--- src/rtl/decodificador_7_segmentos_pkg.sv ---
// Shared definitions for the 7-segment bus decoder.
// Contents:
//   - Active-low segment patterns {g,f,e,d,c,b,a} for digits 0-9 and blank.
//     The display encoder (Memoria_display) uses the same patterns.
//   - FSM state encoding for the frame collector.
//   - Anode position constants (active-low, one digit enabled).
//   - Small helpers for anode decoding and the shift-add multiply by 10.
package decodificador_7_segmentos_pkg;

  // Segment patterns on seg[6:0]; dp (seg[7]) is never part of the code.
  localparam logic [6:0] SEG_0     = 7'h40;
  localparam logic [6:0] SEG_1     = 7'h79;
  localparam logic [6:0] SEG_2     = 7'h24;
  localparam logic [6:0] SEG_3     = 7'h30;
  localparam logic [6:0] SEG_4     = 7'h19;
  localparam logic [6:0] SEG_5     = 7'h12;
  localparam logic [6:0] SEG_6     = 7'h02;
  localparam logic [6:0] SEG_7     = 7'h78;
  localparam logic [6:0] SEG_8     = 7'h00;
  localparam logic [6:0] SEG_9     = 7'h10;
  localparam logic [6:0] SEG_BLANK = 7'h7F;

  // Anode enables, active-low.
  localparam logic [3:0] AN_THOUSANDS = 4'b0111;
  localparam logic [3:0] AN_HUNDREDS  = 4'b1011;
  localparam logic [3:0] AN_TENS      = 4'b1101;
  localparam logic [3:0] AN_UNITS     = 4'b1110;

  typedef enum logic [1:0] {
    COLLECT = 2'd0,
    CONVERT = 2'd1,
    PUBLISH = 2'd2
  } state_t;

  // True when exactly one anode is driven low.
  function automatic logic an_one_low(input logic [3:0] an);
    return ($countones(~an) == 1);
  endfunction

  // Digit position for a single-low anode: 3 = thousands ... 0 = units.
  function automatic logic [1:0] an_to_idx(input logic [3:0] an);
    logic [1:0] idx;
    case (an)
      AN_THOUSANDS: idx = 2'd3;
      AN_HUNDREDS:  idx = 2'd2;
      AN_TENS:      idx = 2'd1;
      default:      idx = 2'd0;
    endcase
    return idx;
  endfunction

  // acc * 10 as (acc << 3) + (acc << 1); callers keep acc <= 999.
  function automatic logic [13:0] times10(input logic [13:0] acc);
    return (acc << 3) + (acc << 1);
  endfunction

endpackage

--- src/rtl/decodificador_7_segmentos_seg7_a_bcd.sv ---
// seg7_a_bcd: combinational decoder from an active-low 7-segment pattern
// to a BCD digit.
// Ports:
//   patron  in  7  segment pattern {g,f,e,d,c,b,a}, active-low
//   valido  out 1  pattern is a known digit (or blank)
//   digito  out 4  decoded digit, 0 when invalid; blank decodes to 0
module seg7_a_bcd
  import decodificador_7_segmentos_pkg::*;
(
  input  logic [6:0] patron,
  output logic       valido,
  output logic [3:0] digito
);

  always_comb begin
    valido = 1'b1;
    digito = '0;
    case (patron)
      SEG_0:     digito = 4'd0;
      SEG_1:     digito = 4'd1;
      SEG_2:     digito = 4'd2;
      SEG_3:     digito = 4'd3;
      SEG_4:     digito = 4'd4;
      SEG_5:     digito = 4'd5;
      SEG_6:     digito = 4'd6;
      SEG_7:     digito = 4'd7;
      SEG_8:     digito = 4'd8;
      SEG_9:     digito = 4'd9;
      // Leading blanks read as zero.
      SEG_BLANK: digito = 4'd0;
      default:   valido = 1'b0;
    endcase
  end

endmodule

--- src/rtl/decodificador_7_segmentos.sv ---
// decodificador_7_segmentos: snoops the multiplexed anode/segment bus of a
// 4-digit 7-segment display, recovers the shown decimal value and publishes
// it in binary and BCD.
// Parameters:
//   STABLE_CYCLES   clocks an {an,seg} pair must hold before capture (>= 2)
//   TIMEOUT_CYCLES  clocks allowed to gather a full frame (>= 2)
// Ports:
//   clock      in  1   system clock
//   reset      in  1   asynchronous active-high reset
//   an         in  4   anode enables, active-low, bit3 = thousands
//   seg        in  8   segments, active-low, {dp,g,f,e,d,c,b,a}
//   valor      out 14  binary value of the last complete frame
//   bcd        out 16  BCD digits of the last frame {th,hu,te,un}
//   valido     out 1   one-cycle strobe when valor/bcd update
//   error_seg  out 1   one-cycle strobe on an undecodable stable digit
//   timeout    out 1   one-cycle strobe when a partial frame is dropped
module decodificador_7_segmentos
  import decodificador_7_segmentos_pkg::*;
#(
  parameter int unsigned STABLE_CYCLES  = 16,
  parameter int unsigned TIMEOUT_CYCLES = 1000000
) (
  input  logic        clock,
  input  logic        reset,
  input  logic [3:0]  an,
  input  logic [7:0]  seg,
  output logic [13:0] valor,
  output logic [15:0] bcd,
  output logic        valido,
  output logic        error_seg,
  output logic        timeout
);

  localparam int unsigned SW = $clog2(STABLE_CYCLES + 1);
  localparam int unsigned TW = $clog2(TIMEOUT_CYCLES);
  localparam logic [SW-1:0] STAB_MAX = SW'(STABLE_CYCLES);
  localparam logic [SW-1:0] STAB_CAP = SW'(STABLE_CYCLES - 2);
  localparam logic [TW-1:0] TO_LAST  = TW'(TIMEOUT_CYCLES - 2);

  // ---------------------------------------------------------------------
  // Input synchronizer and previous-cycle copy
  // ---------------------------------------------------------------------
  logic [3:0] an_s1, an_s2, an_p;
  logic [7:0] seg_s1, seg_s2, seg_p;

  always_ff @(posedge clock or posedge reset) begin
    if (reset) begin
      an_s1  <= '1;
      an_s2  <= '1;
      an_p   <= '1;
      seg_s1 <= '1;
      seg_s2 <= '1;
      seg_p  <= '1;
    end else begin
      an_s1  <= an;
      an_s2  <= an_s1;
      an_p   <= an_s2;
      seg_s1 <= seg;
      seg_s2 <= seg_s1;
      seg_p  <= seg_s2;
    end
  end

  // ---------------------------------------------------------------------
  // Stability filter
  // ---------------------------------------------------------------------
  logic          stable_ok;
  logic          capture;
  logic [SW-1:0] stab_cnt;

  assign stable_ok = ({an_s2, seg_s2} == {an_p, seg_p}) && an_one_low(an_s2);
  // Fires on the edge the count goes from STABLE_CYCLES-2 to -1; the counter
  // then saturates above that value, so a held digit captures only once.
  assign capture   = stable_ok && (stab_cnt == STAB_CAP);

  always_ff @(posedge clock or posedge reset) begin
    if (reset) begin
      stab_cnt <= '0;
    end else if (!stable_ok) begin
      stab_cnt <= '0;
    end else if (stab_cnt != STAB_MAX) begin
      stab_cnt <= stab_cnt + SW'(1);
    end
  end

  // ---------------------------------------------------------------------
  // Segment decode
  // ---------------------------------------------------------------------
  logic       pat_ok;
  logic [3:0] pat_dig;
  logic [1:0] pos;

  seg7_a_bcd u_seg7_a_bcd (
    .patron (seg_s2[6:0]),
    .valido (pat_ok),
    .digito (pat_dig)
  );

  assign pos = an_to_idx(an_s2);

  // ---------------------------------------------------------------------
  // Frame FSM and shift-add conversion
  // ---------------------------------------------------------------------
  state_t          state_q, state_d;
  logic [3:0]      mask_q, mask_d;
  logic [3:0][3:0] dig_q, dig_d;
  logic [TW-1:0]   to_cnt_q, to_cnt_d;
  logic [13:0]     acc_q, acc_d;
  logic [1:0]      idx_q, idx_d;
  logic [13:0]     valor_d;
  logic [15:0]     bcd_d;
  logic            valido_d, error_d, timeout_d;
  logic [13:0]     acc_step;

  assign acc_step = times10(acc_q) + {10'd0, dig_q[idx_q]};

  always_ff @(posedge clock or posedge reset) begin
    if (reset) begin
      state_q   <= COLLECT;
      mask_q    <= '0;
      dig_q     <= '0;
      to_cnt_q  <= '0;
      acc_q     <= '0;
      idx_q     <= 2'd3;
      valor     <= '0;
      bcd       <= '0;
      valido    <= 1'b0;
      error_seg <= 1'b0;
      timeout   <= 1'b0;
    end else begin
      state_q   <= state_d;
      mask_q    <= mask_d;
      dig_q     <= dig_d;
      to_cnt_q  <= to_cnt_d;
      acc_q     <= acc_d;
      idx_q     <= idx_d;
      valor     <= valor_d;
      bcd       <= bcd_d;
      valido    <= valido_d;
      error_seg <= error_d;
      timeout   <= timeout_d;
    end
  end

  always_comb begin
    state_d   = state_q;
    mask_d    = mask_q;
    dig_d     = dig_q;
    to_cnt_d  = to_cnt_q;
    acc_d     = acc_q;
    idx_d     = idx_q;
    valor_d   = valor;
    bcd_d     = bcd;
    valido_d  = 1'b0;
    error_d   = 1'b0;
    timeout_d = 1'b0;

    case (state_q)
      COLLECT: begin
        if ((mask_q != 4'b0000) && (to_cnt_q == TO_LAST)) begin
          // Timeout wins: any capture on this edge is dropped with the frame.
          timeout_d = 1'b1;
          mask_d    = '0;
          to_cnt_d  = '0;
        end else begin
          if (mask_q != 4'b0000) begin
            to_cnt_d = to_cnt_q + TW'(1);
          end
          if (capture) begin
            if (pat_ok) begin
              dig_d[pos]  = pat_dig;
              mask_d[pos] = 1'b1;
            end else begin
              error_d = 1'b1;
            end
          end
          if (mask_q == 4'b1111) begin
            state_d = CONVERT;
            acc_d   = '0;
            idx_d   = 2'd3;
          end
        end
      end

      CONVERT: begin
        acc_d = acc_step;
        idx_d = idx_q - 2'd1;
        if (idx_q == 2'd0) begin
          valor_d  = acc_step;
          bcd_d    = dig_q;
          valido_d = 1'b1;
          state_d  = PUBLISH;
        end
      end

      PUBLISH: begin
        mask_d   = '0;
        to_cnt_d = '0;
        state_d  = COLLECT;
      end

      default: begin
        state_d = COLLECT;
      end
    endcase
  end

endmodule

--- config.mk ---
export PLATFORM = sky130hd
export DESIGN_NAME = decodificador_7_segmentos
export DESIGN_NICKNAME = d
export VERILOG_FILES = /design/src/rtl/decodificador_7_segmentos_pkg.sv /design/src/rtl/decodificador_7_segmentos_seg7_a_bcd.sv /design/src/rtl/decodificador_7_segmentos.sv
export SDC_FILE = /design/constraint.sdc
export NUM_CORES = 1
export LEC_CHECK = 0
export ABC_CLOCK_PERIOD_IN_PS = 3300
export BUFFER_PORTS_ARGS = -buffer_cell sky130_fd_sc_hd__buf_4
export CORE_MARGIN = 5
export CORE_UTILIZATION = 36
export CTS_BUF_LIST = sky130_fd_sc_hd__clkbuf_4
export DETAILED_ROUTE_END_ITERATION = 10
export PLACE_DENSITY = 0.51
export SYNTH_ARGS = -nofsm -noshare
export SYNTH_HDL_FRONTEND = slang
export SYNTH_SLANG_ARGS = --single-unit
--- constraint.sdc ---
create_clock -name clock -period 3.3 [get_ports clock]
set_input_delay 0.165 -clock clock [delete_from_list [all_inputs] [get_ports clock]]
set_output_delay 0.165 -clock clock [all_outputs]
set_load 0.01 [all_outputs]
# Yosys cells after proc, flatten, opt, wreduce, memory -nomap -nowiden
# Index checks and enable logic that the tools add are counted.
dict set report op_classes {
  eq_ne 28
  div_mod_pow 0
  muxes 37
  shifts 0
  mul 0
  reduce_logical 17
  n_lt_le_gt_ge 3
  n_bitwise 3
  add_sub_neg 8
}
# cell count
set op_table {}
lappend op_table {{20-bit 2-to-1 mux} 2}
lappend op_table {{20-bit one-hot mux with 2 select lines} 1}
lappend op_table {{4-bit one-hot mux with 9 select lines} 1}
lappend op_table {{7-bit == test, second input constant} 4}
lappend op_table {{13-bit 2-to-1 mux} 2}
lappend op_table {{13-bit one-hot mux with 2 select lines} 1}
lappend op_table {{7-bit by 5-bit == test with 1-bit output, second input constant} 3}
lappend op_table {{20-bit by 1-bit adder with 20-bit output, second input constant} 1}
lappend op_table {{20-bit == test, second input constant} 1}
lappend op_table {{4-bit 2-to-1 mux} 5}
lappend op_table {{16-bit bitwise mux} 1}
lappend op_table {{14-bit adder} 1}
lappend op_table {{14-bit by 4-bit adder with 14-bit output} 1}
lappend op_table {{7-bit by 6-bit == test with 1-bit output, second input constant} 2}
lappend op_table {{12-bit == test} 1}
lappend op_table {{4-bit == test, second input constant} 3}
lappend op_table {{11-bit OR reduction} 1}
lappend op_table {{1-bit 2-to-1 mux} 10}
lappend op_table {{2-bit 2-to-1 mux} 5}
lappend op_table {{5-bit 2-to-1 mux} 2}
lappend op_table {{3-bit inequality test, second input constant} 3}
lappend op_table {{3-bit AND reduction} 3}
lappend op_table {{4-bit binary-select mux with 2-bit select} 1}
lappend op_table {{4-bit demux with 2-bit select} 1}
lappend op_table {{other kinds (29)} 40}
dict set report totals {
  out_inout_bits 33
  romBits 0
  register_bits 131
  latchBits 0
  mem_count 0
  mem_bits_rw 0
  wordCells 117
}

# Logic depth before layout (Yosys ltp)
# Gate-level depths: netlist of run 1.
dict set report depth {
  depth_word 11
  ltp_mapped 12
  mapped_depth_nobuf 11
}

# Hierarchy
# A second synthesis of run 1 with hierarchy kept.
dict set report unflattened {
  hier_cells 542
  area_unflattened_um2 6333.6
}
# module instances area_each_um2 cells_each seq_area_each_um2
set modules_own_cells {}
lappend modules_own_cells {decodificador_7_segmentos 1 6114.6 510 3325.7}
lappend modules_own_cells {seg7_a_bcd 1 219.0 32 0.0}

# Worst setup path after synthesis of run 1
# Ideal clock, no wire load.
dict set report synth_timing {
  path_type {register to register}
  startpoint {register idx_q[0]}
  endpoint {register valor[9]}
  slack_ps 124
  path_stages_with_launch 13
  required_ps 3167
  arrival_ps 3043
  period_less_slack_ps 3176
  path_buffers 1
  cell_sequence {dfstp_2 clkbuf_1 mux4_2 inv_1 fa_1 inv_1 ha_1 a211oi_1 o21bai_1 a21oi_1 o21ai_0 xnor2_1 o21ai_0}
}
dict set report synth_between {
  elab_chain_cells 3
}
# element line
set synth_rtl {}
lappend synth_rtl {{from (decl)} decodificador_7_segmentos.sv:109} ;# logic [1:0] idx_q, idx_d;
lappend synth_rtl {{from (signal assigned)} decodificador_7_segmentos.sv:136} ;# idx_q <= idx_d;
lappend synth_rtl {{4-bit binary-select mux with 2-bit select} decodificador_7_segmentos.sv:115} ;# assign acc_step = times10(acc_q) + {10'd0, dig_q[idx_q]};
lappend synth_rtl {{4-bit 2-to-1 mux (implied by the code)} decodificador_7_segmentos.sv:115}
lappend synth_rtl {{14-bit by 4-bit adder with 14-bit output} decodificador_7_segmentos.sv:115}
lappend synth_rtl {{to (signal assigned)} decodificador_7_segmentos.sv:137} ;# valor <= valor_d;
lappend synth_rtl {{to (decl)} decodificador_7_segmentos.sv:27} ;# output logic [13:0] valor,
# Several ways; a longest one is shown, not always the timed one. The select of a mux whose other input is x is not followed.
# A chain may end at the register's enable or synchronous reset.

# Worst setup path after layout of run 1
dict set report layout_timing {
  startpoint {register an_s2[3]}
  endpoint {register dig_q[12] (netlist bit)}
}
dict set report layout_between {
  elab_chain_cells 7
}
# element line
set layout_rtl {}
lappend layout_rtl {{from (decl)} decodificador_7_segmentos.sv:43} ;# logic [3:0] an_s1, an_s2, an_p;
lappend layout_rtl {{from (signal assigned)} decodificador_7_segmentos.sv:56} ;# an_s2 <= an_s1;
lappend layout_rtl {{4-bit == test (tied with other cells)} decodificador_7_segmentos_pkg.sv:43} ;# case (an)
lappend layout_rtl {{2-bit one-hot mux with 3 select lines or 1-bit by 1-bit adder with 2-bit output (tied branches)} {decodificador_7_segmentos_pkg.sv:43, decodificador_7_segmentos_pkg.sv:37}}
lappend layout_rtl {{2-bit by 3-bit less-than comparator with 1-bit output (implied by the code) (tied with other cells)} decodificador_7_segmentos.sv:171} ;# dig_d[pos] = pat_dig;
lappend layout_rtl {{1-bit logical AND (implied by the code) or 3-bit by 1-bit == test with 1-bit output (tied branches)} {decodificador_7_segmentos.sv:171, decodificador_7_segmentos_pkg.sv:37}}
lappend layout_rtl {{4-bit 2-to-1 mux (implied by the code) or 1-bit logical AND (tied branches)} {decodificador_7_segmentos.sv:171, decodificador_7_segmentos.sv:71}}
lappend layout_rtl {{4-bit demux with 2-bit select or 1-bit logical AND (tied branches)} {decodificador_7_segmentos.sv:171, decodificador_7_segmentos.sv:74}}
lappend layout_rtl {{16-bit bitwise mux or 4-bit AND reduction (tied branches)} --}
lappend layout_rtl {{to (signal assigned)} decodificador_7_segmentos.sv:133} ;# dig_q <= dig_d;
lappend layout_rtl {{to (decl)} decodificador_7_segmentos.sv:106} ;# logic [3:0][3:0] dig_q, dig_d;
# Several ways; a longest one is shown, not always the timed one.

==> results of run 1 <==
[area by class of cell]
type / instances / area (um^2)
Inverter: 19 / 75.1
Sequential cell: 131 / 3330
Timing Repair Buffer: 71 / 591
Clock inverter: 15 / 154
Multi-Input combinational cell: 339 / 2730
Tap cell: 225 / 282
Fill cell: 1644 / 9770
Clock buffer: 17 / 128
[Yosys cell counts, types with 5 or more instances]
cell type / n
nor4_1: 11
inv_1: 18
nor2_1: 37
clkbuf_1: 7
o2bb2ai_1: 9
dfrtp_1: 93
mux2_2: 31
nand4_1: 8
o21ai_0: 23
nand3_1: 14
nor3_1: 5
a21oi_1: 13
nand2_1: 32
xnor2_1: 12
dfstp_2: 38
mux2_4: 5
buf_2: 7
ha_1: 32
xor2_1: 35
[state kept, by name, indices dropped and copies added (netlist names)]
name,cells
to_cnt_q,20
bcd,16
dig_q,16
valor,14
acc_q,13
seg_p,8
seg_s1,8
seg_s2,8
stab_cnt,5
an_p,4
an_s1,4
an_s2,4
mask_q,4
idx_q,2
state_q,2
error_seg,1
timeout,1
valido,1
[per-layer routing]
metal | global-route usage | vias up | wire length, um
li1 | - | 1940 | -
met1 | 0.171 | 1956 | 5530
met2 | 0.208 | 88 | 5750
met3 | 0.0451 | 13 | 631
met4 | 0.0362 | 0 | 112
met5 | 0 | - | 0
[what timing repair did]
item | in CTS | in global routing
setup endpoints to repair | 0 | 22
endpoints found under the hold margin | 23 | 0
hold buffers | 13 | 0
resized for setup | 0 | 4
setup buffers | 0 | 4
[per-stage QoR]
| step | cells | total power, W | setup WS, ns | area [um^2] | hold slack, ns |
|---|---|---|---|---|---|
| floorplan | 505 | 0.00176 | 0.124 | 6190 | 0.169 |
| global placement | 768 | 0.00179 | 0.101 | 6830 | 0.273 |
| detailed placement | 768 | 0.00180 | 0.0622 | 6830 | 0.274 |
| CTS | 813 | 0.00293 | 0.0157 | 7240 | 0.208 |
| global route | 817 | 0.00302 | -0.00618 | 7280 | 0.196 |
| finish | 817 | 0.00287 | 0.168 | 7280 | 0.260 |
[cell families (layout without fill, tap and decap cells)]
logic type      count (synthesis)  after routing  synth area share
compound gates                 74             74            0.0869
xor+xnor                       47             47            0.0665
flops                         131            131             0.537
mux                            42             42            0.0863
buf+inv                        35            122            0.0234
fa+ha+maj                      35             35            0.0744
simple gates                  141            141             0.125
[final timing paths]
check	start	to	cells past startpoint
setup / recovery	an_s2[3]	dig_q[12]	10
hold / removal	seg[2]	seg_s1[2]	2
setup reg to reg	an_s2[3]	dig_q[12]	10
hold reg to reg	seg_s1[0]	seg_s2[0]	0
max in group asynchronous	reset	idx_q[1]	4
min in group asynchronous	reset	to_cnt_q[19]	3
[worst reg2reg max path: stages (launching register included)]
cell     delay [ns]
dfstp_2        0.61
fa_1           0.43
inv_1          0.07
ha_1           0.14
ha_1           0.21
or3b_2         0.45
nor2_1         0.11
nand4_1        0.16
nor4_2         0.21
nand4_2        0.29
mux2_2         0.36
[where the power goes]
part           leakage, nW  switching, W  internal, W  total [W]
Combinational         1.58     0.0000620    0.0000489   0.000111
Sequential            1.70     0.0000218      0.00165    0.00167
Clock                0.153      0.000635     0.000456    0.00109
Total                 3.44      0.000719      0.00215    0.00287
==> results.py, run 1 <==
metrics = {
    "run_status": {
        "status": "completed",
    },
    "routing": {
        "routed_wl_um": 12000,
        "via_count": 3997,
        "vias_per_cell": 4.89,
        "first_pass_iters": 4,
        "drc": 0,
        "wl_per_cell_um": 14.7,
        "drtIter0Drc": 215,
        "ant_nets": 0,
    },
    "clock_network": {
        "cts.clk_slew.worst_paths_ns": 0.12,
        "numCtsBuffers": 17,
        "htree_num_levels": 4,
        "cts_num_sinks": 131,
        "clock_tree.root_cell": "clkbuf_4",
        "clockBufferDepth": 2,
        "cts_tree": "built",
        "clk_latency_ns": 0.54,
    },
    "worst_setup_path": {
        "regToRegSetupSlack_ns": 0.17,
        "cp_common_cell": "ha_1",
        "slowest_stage": "dfstp_2",
        "crit_path_cell_trace": "fa_1 -> inv_1 -> ha_1 -> ha_1 -> or3b_2 -> nor2_1 -> nand4_1 -> nor4_2 -> nand4_2 -> mux2_2",
        "cp.required_ns": 3.73,
        "worst_setup_path_start_kind": "flop",
        "worstPathArrival_ns": 3.57,
        "critical_path_buf_inv_count": 1,
        "path_delay_family": "simple AND/OR/NAND/NOR gates",
        "path_class": "reg -> reg",
        "cpPeakStageDelay_ns": 0.61,
        "crit_fanout": 5,
        "endpoint_kind": "flop",
    },
    "logic_synthesis": {
        "syn-instance-count": 505,
        "syn-cell-area_um2": 6190,
        "synth_ff_type": "dfrtp_1",
        "synth_top_cell_area_share": 0.376,
        "synth_warnings": 0,
        "syn_area_per_cell_um2": 12.3,
        "synth-seq-cells": 131,
        "synth_edf_count": 0,
        "yosys-top-cells-area": "dfrtp_1, dfstp_2, ha_1",
        "syn_nets": 554,
        "ys_async_sr_fraction": 1.00,
        "synth_cell_types": 62,
        "ys_seq_area_frac": 0.537,
        "synth.largest_area_cell": "dfrtp_1",
    },
    "global_routing": {
        "grt_pass1_wl_um": 20900,
        "antenna_found_initial": 0,
        "grt_pass1_vias": 4130,
        "grt_use_total": 0.131,
        "overflow": 0,
        "grt_max_degree": 45,
    },
    "die": {
        "die_w_um": 141,
        "io_pins": 47,
        "die_h_um": 141,
        "fp.dieArea_um2": 19900,
        "rows": 48,
        "core_area_um2": 17100,
        "start_util": 0.363,
    },
    "power_and_ir_drop": {
        "ir_worst_vdd_v": 0.000334,
        "p_leak_nw": 3.44,
        "pwr_density_cell_nw_per_um2": 394,
    },
    "timing": {
        "hold_viol_final": 0,
        "timing.final.max_slew_violations": 0,
        "finalCriticalPeriod_ns": 3.13,
        "setup_viol": 0,
        "period_share": 0.949,
        "fmax_mhz": 319,
        "rsz0062_at_grt": "yes",
        "skew_ns": 0.0172,
        "relSlewSlack": 0.442,
        "worst_pin_slew_ns": 0.831,
        "tns_ns": 0,
    },
    "finish": {
        "num_antenna_cells": 0,
        "areaGrowthSynthToFinish_pct": 17.6,
        "final_common_cell": "dfrtp_1",
        "final_util": 0.427,
        "drive_gt1_frac": 0.319,
        "layout_common_cells": "dfrtp_1, buf_4, dfstp_2",
        "fin_nets": 628,
    },
    "placement": {
        "gp_congestion": 0.793,
        "dp_hpwl_um": 8490,
        "io_buffers": 46,
    },
    "min_path": {
        "hp-class": "in -> reg",
    },
    "run": {
        "cap_violations": 0,
    },
}
Note: power is estimated with default switching activity, not from simulation.
==> inputs of run 2 (changes only) <==
--- a/config.mk
+++ b/config.mk
@@ -5,13 +5,16 @@
 export SDC_FILE = /design/constraint.sdc
 export NUM_CORES = 1
 export LEC_CHECK = 0
+export ABC_AREA = 1
 export ABC_CLOCK_PERIOD_IN_PS = 3300
 export BUFFER_PORTS_ARGS = -buffer_cell sky130_fd_sc_hd__buf_4
+export CELL_PAD_IN_SITES_DETAIL_PLACEMENT = 0
+export CELL_PAD_IN_SITES_GLOBAL_PLACEMENT = 2
 export CORE_MARGIN = 5
-export CORE_UTILIZATION = 36
+export CORE_UTILIZATION = 34
 export CTS_BUF_LIST = sky130_fd_sc_hd__clkbuf_4
 export DETAILED_ROUTE_END_ITERATION = 10
-export PLACE_DENSITY = 0.51
+export PLACE_DENSITY = 0.74
 export SYNTH_ARGS = -nofsm -noshare
 export SYNTH_HDL_FRONTEND = slang
 export SYNTH_SLANG_ARGS = --single-unit
==> results.py, run 2 <==
metrics = {
    "logic_synthesis": {
        "syn_area_per_cell_um2": 8.29,
        "synth_top_cell_area_share": 0.345,
        "synth_edf_count": 0,
        "ys_seq_area_frac": 0.493,
        "ys_async_sr_fraction": 1.00,
        "synth_common_cells": "nand2_1, dfrtp_1, inv_1",
        "syn_nets": 863,
        "yosysMostFrequentCell": "nand2_1",
        "synth-seq-cells": 131,
        "synth_cell_types": 42,
        "syn-cell-area_um2": 6750,
        "synth_ff_type": "dfrtp_1",
        "synth_warnings": 0,
        "synth.largest_area_cell": "dfrtp_1",
        "yosys-top-cells-area": "dfrtp_1, dfstp_2, nand2_1",
        "syn-instance-count": 814,
    },
    "timing": {
        "fmax_mhz": 340,
        "rsz0062_at_grt": "no",
        "period_share": 0.891,
        "tns_ns": 0,
        "timing.final.max_slew_violations": 0,
        "skew_ns": 0.0141,
        "relSlewSlack": 0.561,
        "worst_pin_slew_ns": 0.658,
        "hold_viol_final": 0,
        "setup_viol": 0,
        "finalCriticalPeriod_ns": 2.94,
    },
    "clock_network": {
        "cts.clk_slew.worst_paths_ns": 0.14,
        "cts_tree": "built",
        "cts-resized-gates": 0,
        "htree_num_levels": 4,
        "clockBufferDepth": 2,
        "postCtsSetupRepairBufs": 0,
        "holdBufCountCts": 13,
        "numCtsBuffers": 17,
        "cts_num_sinks": 131,
        "clock_tree.root_cell": "clkbuf_4",
        "clk_latency_ns": 0.56,
    },
    "worst_setup_path": {
        "crit_path_cell_trace": "inv_1 -> o21ai_0 -> o22ai_1 -> ha_1 -> ha_1 -> fa_1 -> nand3_1 -> nand2_1 -> nand3_1 -> nand2_1 -> or2_2 -> nand3_1 -> nand2_1",
        "slowest_stage": "dfstp_2",
        "crit_fanout": 13,
        "worstPathArrival_ns": 3.39,
        "worst_setup_path_start_kind": "flop",
        "critical_path_buf_inv_count": 1,
        "path_delay_family": "adder cells",
        "cpPeakStageDelay_ns": 0.65,
        "endpoint_kind": "flop",
        "path_class": "reg -> reg",
        "cp.required_ns": 3.75,
    },
    "die": {
        "rows": 51,
        "die_w_um": 151,
        "start_util": 0.346,
        "io_pins": 47,
        "fp.dieArea_um2": 22800,
        "core_area_um2": 19500,
        "die_h_um": 151,
    },
    "run_status": {
        "status": "completed",
    },
    "finish": {
        "layout_common_cells": "nand2_1, dfrtp_1, inv_1",
        "fin_nets": 932,
        "n_fill_cell": 2001,
        "drive_gt1_frac": 0.183,
        "top_register": "to_cnt_q",
        "largest_reg_flops": 20,
        "final_common_cell": "nand2_1",
        "areaGrowthSynthToFinish_pct": 15.9,
        "final_util": 0.401,
        "reg_top3": "to_cnt_q x20, bcd x16, dig_q x16",
    },
    "routing": {
        "wl_per_cell_um": 13.5,
        "first_pass_iters": 5,
        "vias_per_cell": 4.66,
        "drc": 0,
        "wl_met3_um": 670,
        "top_layer": "met4",
        "ant_nets": 0,
        "routed_wl_um": 15700,
        "drtIter0Drc": 331,
        "wl_met1_um": 7840,
        "wl_met2_um": 7010,
        "via_count": 5419,
    },
    "placement": {
        "io_buffers": 46,
        "dp_hpwl_um": 11700,
        "gp_congestion": 0.817,
    },
    "global_routing": {
        "antenna_found_initial": 1,
        "grt_pass1_wl_um": 27000,
        "grt_max_degree": 67,
        "overflow": 0,
        "grt_pass1_vias": 5402,
        "grt_use_total": 0.148,
    },
    "power_and_ir_drop": {
        "ir_worst_vdd_v": 0.000161,
        "pwr_density_cell_nw_per_um2": 373,
        "p_leak_nw": 4.10,
    },
    "run": {
        "cap_violations": 0,
    },
    "min_path": {
        "hp-class": "in -> reg",
    },
}
-- run 2: changes by cell type after synthesis, moves of 13 or more --
| cell | before | now |
|---|---|---|
| nand2_1 | 32 | 248 |
| inv_1 | 18 | 80 |
| nand3_1 | 14 | 64 |
| nor2_1 | 37 | 71 |
| mux2_2 | 31 | 0 |
| xor2_1 | 35 | 7 |
| nand4_1 | 8 | 26 |
| nor3_1 | 5 | 18 |
-- run 2: cells by family after synthesis --
kind of cell               Yosys count  share of synthesized area
buffers and inverters              103                     0.0602
DFF                                131                      0.493
adders and majority gates           35                     0.0682
and+or+nand+nor                    464                      0.308
xor gates and xnor gates            12                     0.0156
AOI/OAI and AO/OA                   69                     0.0556
-- run 2: worst paths after layout --
kind	start	to	slack (ns)	cells past startpoint
worst max-delay path	idx_q[0]	valor[10]	0.36	13
worst min-delay path	seg[4]	seg_s1[4]	0.24	2
worst max register to register	idx_q[0]	valor[10]	0.36	13
worst min register to register	an_s1[0]	an_s2[0]	0.36	0
max in group asynchronous	reset	valor[10]	2.14	4
min in group asynchronous	reset	bcd[11]	0.25	3
-- run 2: per-layer routing --
| metal | up-vias | GRT usage |
|---|---|---|
| li1 | 2772 | - |
| met1 | 2516 | 0.206 |
| met2 | 114 | 0.236 |
| met3 | 17 | 0.0347 |
| met4 | 0 | 0.0335 |
| met5 | - | 0 |
-- run 2: cell type report --
type                            count  area, um^2  area share
Sequential cell                   131        3330       0.425
Multi-Input combinational cell    580        3020       0.386
Timing Repair Buffer               63         518      0.0662
Inverter                           90         342      0.0437
Tap cell                          265         332      0.0424
Clock inverter                     15         159      0.0203
Clock buffer                       17         128      0.0163
Antenna cell                        1        2.50    0.000320
-- run 2: worst register-to-register path, stage by stage (launching register included) --
cell,delay (ns)
dfstp_2,0.65
inv_1,0.14
o21ai_0,0.19
o22ai_1,0.12
ha_1,0.29
ha_1,0.24
fa_1,0.43
nand3_1,0.11
nand2_1,0.10
nand3_1,0.09
nand2_1,0.07
or2_2,0.29
nand3_1,0.07
nand2_1,0.05
-- run 2: stage by stage --
step / setup WS, ns / hold WS [ns] / power [W] / cells / area, um^2
CTS: 0.402 / 0.187 / 0.00299 / 1161 / 7820
finish: 0.359 / 0.242 / 0.00292 / 1162 / 7830
global placement: 0.453 / 0.274 / 0.00182 / 1116 / 7410
global route: 0.123 / 0.184 / 0.00308 / 1162 / 7830
detailed placement: 0.414 / 0.275 / 0.00182 / 1116 / 7410
floorplan: 0.494 / 0.169 / 0.00177 / 814 / 6760
-- run 2: power breakdown --
group          internal, W  leakage [nW]  switching (W)
Combinational    0.0000471          2.24      0.0000827
Sequential         0.00165          1.70      0.0000192
Clock             0.000410         0.155       0.000711
